[src/rtl/hazard_scoreboard_forwarder_pkg.sv]
`default_nettype none
// ============================================================================
// hazard_scoreboard_forwarder_pkg
// Shared forwarding-select encodings for the EX-stage RAW hazard unit.
// Revision: 1.0
// ============================================================================
package hazard_scoreboard_forwarder_pkg;

  localparam int FWD_RF = 0;

  // Fixed two-stage encoding kept for existing single-pipeline users.
  typedef enum logic [1:0] {
    FWD_E_RF  = 2'd0,
    FWD_E_MEM = 2'd1,
    FWD_E_WB  = 2'd2
  } forward_e_t;

  function automatic int fwd_stage_sel(input int i);
    return i + 1;
  endfunction

  function automatic int fwd_cmpl_sel(input int n);
    return n + 1;
  endfunction

endpackage
`default_nettype wire

[src/rtl/hazard_scoreboard_forwarder_fwd_port_select.sv]
`default_nettype none
// ============================================================================
// fwd_port_select
// Priority forwarding search for one source operand; emits select and stall.
// Revision: 1.0
// ============================================================================
module fwd_port_select
  import hazard_scoreboard_forwarder_pkg::*;
#(
  parameter int NUM_STAGES = 3,
  parameter int NUM_REGS   = 32,
  localparam int SELW      = $clog2(NUM_STAGES + 2)
) (
  input  logic [4:0]                  rs_i,
  input  logic                        used_i,
  input  logic [NUM_STAGES-1:0]       stage_regwrite_i,
  input  logic [NUM_STAGES-1:0][4:0]  stage_rd_i,
  input  logic [NUM_STAGES-1:0]       stage_ready_i,
  input  logic                        cmpl_valid_i,
  input  logic [4:0]                  cmpl_rd_i,
  input  logic [NUM_REGS-1:0]         pending_i,
  output logic [SELW-1:0]             sel_o,
  output logic                        stall_o
);

  logic active;
  logic pend_hit;
  logic found;

  assign active   = used_i && (rs_i != 5'd0);
  assign pend_hit = (int'(rs_i) < NUM_REGS) ? pending_i[rs_i] : 1'b0;

  always_comb begin
    sel_o   = SELW'(FWD_RF);
    stall_o = 1'b0;
    found   = 1'b0;
    // The youngest matching stage owns the value; an unready one blocks
    // rather than letting an older, stale copy through.
    for (int i = 0; i < NUM_STAGES; i++) begin
      if (active && !found && stage_regwrite_i[i] &&
          (stage_rd_i[i] != 5'd0) && (stage_rd_i[i] == rs_i)) begin
        found   = 1'b1;
        sel_o   = SELW'(fwd_stage_sel(i));
        stall_o = !stage_ready_i[i];
      end
    end
    if (active && !found) begin
      if (cmpl_valid_i && (cmpl_rd_i == rs_i)) begin
        sel_o = SELW'(fwd_cmpl_sel(NUM_STAGES));
      end else if (pend_hit) begin
        stall_o = 1'b1;
      end
    end
  end

endmodule
`default_nettype wire

[src/rtl/hazard_scoreboard_forwarder.sv]
`default_nettype none
// ============================================================================
// hazard_scoreboard_forwarder
// EX-stage RAW forwarding, long-latency scoreboard, WAW stall and stall counter.
// Revision: 1.0
// ============================================================================
module hazard_scoreboard_forwarder
  import hazard_scoreboard_forwarder_pkg::*;
#(
  parameter int NUM_RS     = 2,
  parameter int NUM_STAGES = 3,
  parameter int NUM_REGS   = 32,
  parameter int CNT_W      = 32,
  localparam int SELW      = $clog2(NUM_STAGES + 2)
) (
  input  logic                          clk,
  input  logic                          rst_n,
  input  logic [NUM_STAGES-1:0]         stage_regwrite,
  input  logic [NUM_STAGES-1:0][4:0]    stage_rd,
  input  logic [NUM_STAGES-1:0]         stage_ready,
  input  logic [NUM_RS-1:0][4:0]        rs_e,
  input  logic [NUM_RS-1:0]             rs_used,
  input  logic                          issue_valid,
  input  logic [4:0]                    issue_rd,
  input  logic                          cmpl_valid,
  input  logic [4:0]                    cmpl_rd,
  input  logic                          flush_e,
  output logic [NUM_RS-1:0][SELW-1:0]   fwd_sel,
  output logic [NUM_RS-1:0]             fwd_hit,
  output logic                          stall_e,
  output logic [NUM_REGS-1:0]           pending,
  output logic [CNT_W-1:0]              stall_cycles
);

  logic [NUM_REGS-1:0] pending_q, pending_d;
  logic [CNT_W-1:0]    stall_cycles_q, stall_cycles_d;
  logic [NUM_RS-1:0]   port_stall;
  logic                issue_pend;
  logic                waw_stall;
  logic                issue_fire;
  logic [NUM_REGS-1:0] issue_mask;
  logic [NUM_REGS-1:0] cmpl_mask;

  for (genvar p = 0; p < NUM_RS; p++) begin : g_port
    fwd_port_select #(
      .NUM_STAGES (NUM_STAGES),
      .NUM_REGS   (NUM_REGS)
    ) u_sel (
      .rs_i             (rs_e[p]),
      .used_i           (rs_used[p]),
      .stage_regwrite_i (stage_regwrite),
      .stage_rd_i       (stage_rd),
      .stage_ready_i    (stage_ready),
      .cmpl_valid_i     (cmpl_valid),
      .cmpl_rd_i        (cmpl_rd),
      .pending_i        (pending_q),
      .sel_o            (fwd_sel[p]),
      .stall_o          (port_stall[p])
    );
    assign fwd_hit[p] = (fwd_sel[p] != SELW'(FWD_RF));
  end

  assign issue_pend = (int'(issue_rd) < NUM_REGS) ? pending_q[issue_rd] : 1'b0;
  // A same-cycle completion retires the older write, so the new issue is safe.
  assign waw_stall  = issue_valid && issue_pend && !(cmpl_valid && (cmpl_rd == issue_rd));
  assign stall_e    = ((|port_stall) || waw_stall) && !flush_e;
  assign issue_fire = issue_valid && !stall_e && !flush_e && (issue_rd != 5'd0);

  always_comb begin
    issue_mask = issue_fire ? (NUM_REGS'(1) << issue_rd) : '0;
    cmpl_mask  = cmpl_valid ? (NUM_REGS'(1) << cmpl_rd) : '0;
    // Set after clear: a same-register issue and completion leaves it pending.
    pending_d    = (pending_q & ~cmpl_mask) | issue_mask;
    pending_d[0] = 1'b0;
  end

  always_comb begin
    stall_cycles_d = stall_cycles_q;
    if (stall_e && !(&stall_cycles_q)) begin
      stall_cycles_d = stall_cycles_q + CNT_W'(1);
    end
  end

  always_ff @(posedge clk or negedge rst_n) begin
    if (!rst_n) begin
      pending_q      <= '0;
      stall_cycles_q <= '0;
    end else begin
      pending_q      <= pending_d;
      stall_cycles_q <= stall_cycles_d;
    end
  end

  assign pending      = pending_q;
  assign stall_cycles = stall_cycles_q;

endmodule
`default_nettype wire

[config.mk]
export PLATFORM = sky130hd
export DESIGN_NAME = hazard_scoreboard_forwarder
export DESIGN_NICKNAME = d
export VERILOG_FILES = /design/src/rtl/hazard_scoreboard_forwarder_pkg.sv /design/src/rtl/hazard_scoreboard_forwarder_fwd_port_select.sv /design/src/rtl/hazard_scoreboard_forwarder.sv
export SDC_FILE = /design/constraint.sdc
export NUM_CORES = 1
export LEC_CHECK = 0
export CORE_MARGIN = 2
export CORE_UTILIZATION = 55
export CTS_BUF_LIST = sky130_fd_sc_hd__clkbuf_8
export CTS_CLUSTER_SIZE = 24
export DETAILED_ROUTE_END_ITERATION = 7
export PLACE_DENSITY = 0.94
export SYNTH_ARGS = -nofsm -noshare
export SYNTH_HDL_FRONTEND = slang
export SYNTH_SLANG_ARGS = --single-unit
[constraint.sdc]
create_clock -name clk -period 8.5 [get_ports clk]
set_input_delay 2.55 -clock clk [delete_from_list [all_inputs] [get_ports clk]]
set_output_delay 2.55 -clock clk [all_outputs]
set_load 0.02 [all_outputs]
==> flow_metrics.env <==
export IMPL_avgRoutedWirePerCell_um=20.7
export IMPL_final_cell_mix="clkdlybuf4s50_1, dfrtp_1, o21ai_0, xor2_1, xnor2_1"
export IMPL_maxSlewHeadroom_pct=47.7
export IMPL_firstDrtPassIters=6
export IMPL_cp_end_kind="output port"
export IMPL_syn_to_final_growth_pct=31.4
export IMPL_fin_nets=651
export IMPL_critPathMaxFanout=10
export IMPL_clk_pin_slew_ps=60
export IMPL_ir_drop_v=0.000184
export IMPL_fin_crit_sh_pct=96.7
export IMPL_clock_sinks=63
export IMPL_drt_iter0_drc=488
export IMPL_synth_edff_count=0
export IMPL_slew_viol_final=0
export IMPL_numCtsBuffers=9
export IMPL_io_pins=121
export IMPL_rows=33
export IMPL_setup_tns_ps=0
export IMPL_p_leak_nw=2.40
export IMPL_drive_gt1_share_pct=10.6
export IMPL_cts_root_buf="clkbuf_8"
export IMPL_crit_arrival_ps=5670
export IMPL_synth_largest_area_cell="dfrtp_1"
export IMPL_postSynthCellCount=489
export IMPL_cts_tree="done"
export IMPL_portBuffers=119
export IMPL_first_global_vias=4598
export IMPL_grt_setup_unrepaired="no"
export IMPL_maxCapViolations=0
export IMPL_status="finished, final reports clean"
export IMPL_avgSynthCellArea_um2=9.39
export IMPL_grt_overflow_total=0
export IMPL_cts_repair_resized=0
export IMPL_cp_start_kind="input pin"
export IMPL_synth_area_top_cells="dfrtp_1, xor2_1, mux4_2, xnor2_1, o21ai_0"
export IMPL_cts_max_path_buffers=2
export IMPL_drt_vias_per_instance=6.54
export IMPL_wirelength_um=14700
export IMPL_vias=4641
export IMPL_syn_num_nets=538
export IMPL_place_congestion=0.974
export IMPL_antenna_cells=0
export IMPL_grt_max_degree=64
export IMPL_grt_pass1_wl_um=22900
export IMPL_track_usage_pct=32.9
export IMPL_place_hpwl_um=10700
export IMPL_hold_viol=0
export IMPL_die_w_um=95.3
export IMPL_synthArstFlopShare_pct=100
export IMPL_antenna_found_initial=0
export IMPL_die_area_um2=9090
export IMPL_ys_seq_elements=63
export IMPL_synth_main_ff_cell="dfrtp_1"
export IMPL_setup_violations=0
export IMPL_fin_skew_ps=8.60
export IMPL_fmax_ghz=0.122
export IMPL_die_y_um=95.3
export IMPL_synth_top_area_share_pct=34.4
export IMPL_final_antenna_net_count=0
export IMPL_nFillCells=565
export IMPL_crit_required_ps=5950
export IMPL_final_common_cell="clkdlybuf4s50_1"
export IMPL_drc_errors=0
export IMPL_cellPowerDensity_nw_per_um2=172
export IMPL_hold_path_class="reg -> reg"
export IMPL_netlist_area_um2=4590
export IMPL_start_util_pct=56.4
export IMPL_post_cts_buffers=0
export IMPL_tightestPinTransition_ps=784
export IMPL_ys_seq_area_share_pct=34.4
export IMPL_ys_warn_count=0
export IMPL_fin_total_pwr_mw=1.04
export IMPL_cts_max_level=3
export IMPL_clock_latency_ps=340
export IMPL_yosys_cell_types_count=57
export IMPL_cts_hold_buf=0
export IMPL_coreArea_um2=8130
export IMPL_critPathKind="in -> out"
export IMPL_post_route_min_period_ps=8220
## registers in the layout, indices dropped and copies added (netlist names)
signal / flops
stall_cycles: 32
pending: 31
## synth_stat cells, types with 2 or more instances
library cell   n
nor4_1        15
and3_1         5
dfrtp_1       63
nand3_1       29
nand4_1        6
nor3_1        16
xnor2_1       32
buf_2         11
a31oi_1        3
o21ai_0       55
and4_1         2
a211oi_1       5
or3b_2         2
nor3b_1        5
o211ai_1       3
nand2_1       28
or2_2          4
o311ai_0       2
mux2i_1       13
buf_6          2
inv_1          8
a21oi_1        4
clkbuf_1      17
buf_4          2
or4_1          6
mux4_2        15
nor2_1        18
a311oi_1       3
nand3b_1       9
or3_1          7
o21ai_1       10
nor4b_1        2
xor2_1        44
nand4b_1       2
a32oi_1        2
mux2_2         9
nor2b_1       10
## layout make-up
| cell class | instances | area [um2] | area share (%) |
|---|---|---|---|
| repair buffers | 135 | 1310 | 21.7 |
| clock inverters | 3 | 12.5 | 0.207 |
| well taps | 105 | 131 | 2.18 |
| inverters | 8 | 30.0 | 0.498 |
| multi-input cells | 385 | 2820 | 46.8 |
| flip-flops and latches | 63 | 1580 | 26.1 |
| clock buffers | 11 | 151 | 2.51 |
## critical path: stages
cell and delay [ps]:
clkdlybuf4s50_1 700, buf_4 270, mux4_2 510, a211oi_1 290
a311oi_1 100, and4_4 220, nor4_4 370, nor2_1 110
clkdlybuf4s50_1 550
## through the flow
stage | setup slack (ps) | cell area [um2] | util (%) | hold slack [ps] | std cells
floorplan | 1320 | 4590 | - | 589 | 489
global placement | 383 | 5870 | 72.1 | 471 | 696
detailed placement | 310 | 5870 | 72.1 | 476 | 696
CTS | 293 | 6030 | 74.1 | 490 | 710
global route | 164 | 6030 | 74.1 | 505 | 710
finish | 282 | 6030 | 74.1 | 490 | 710
## final timing paths
kind	startpoint	end	slack (ps)	cells past startpoint
setup / recovery	rs_e[0]	stall_e	280	9
max in group asynchronous	rst_n	stall_cycles[4]$_DFFE_PN0P_	5600	2
hold reg to reg	stall_cycles[9]$_DFFE_PN0P_	stall_cycles[9]$_DFFE_PN0P_	490	1
setup reg to reg	pending[13]$_DFF_PN0_	pending[25]$_DFF_PN0_	5350	9
min in group asynchronous	rst_n	stall_cycles[13]$_DFFE_PN0P_	2370	2
hold / removal	stall_cycles[9]$_DFFE_PN0P_	stall_cycles[9]$_DFFE_PN0P_	490	1
## cells by family after synthesis
group,share of synthesized area (%)
compound gates,13.3
flops,34.4
buf+inv,4.14
mux,12.4
fa+ha+maj,0.273
xor+xnor,14.5
simple gates,21.0
other cells,0.0817
## where the power goes
group / total, mW / switching [mW] / internal [mW]
logic: 0.389 / 0.197 / 0.192
clock network: 0.226 / 0.110 / 0.116
registers: 0.425 / 0.0773 / 0.347
total: 1.04 / 0.384 / 0.655
## per-layer routing
metal  global-route usage [%]  vias up  wire [um]
met5                        0        -          0
met1                     41.9     2197       5520
met4                     12.4        0        493
met2                     55.5      358       7140
li1                         -     2024          -
met3                     6.48       62       1540
No activity file was read; power rests on OpenSTA's default activity.
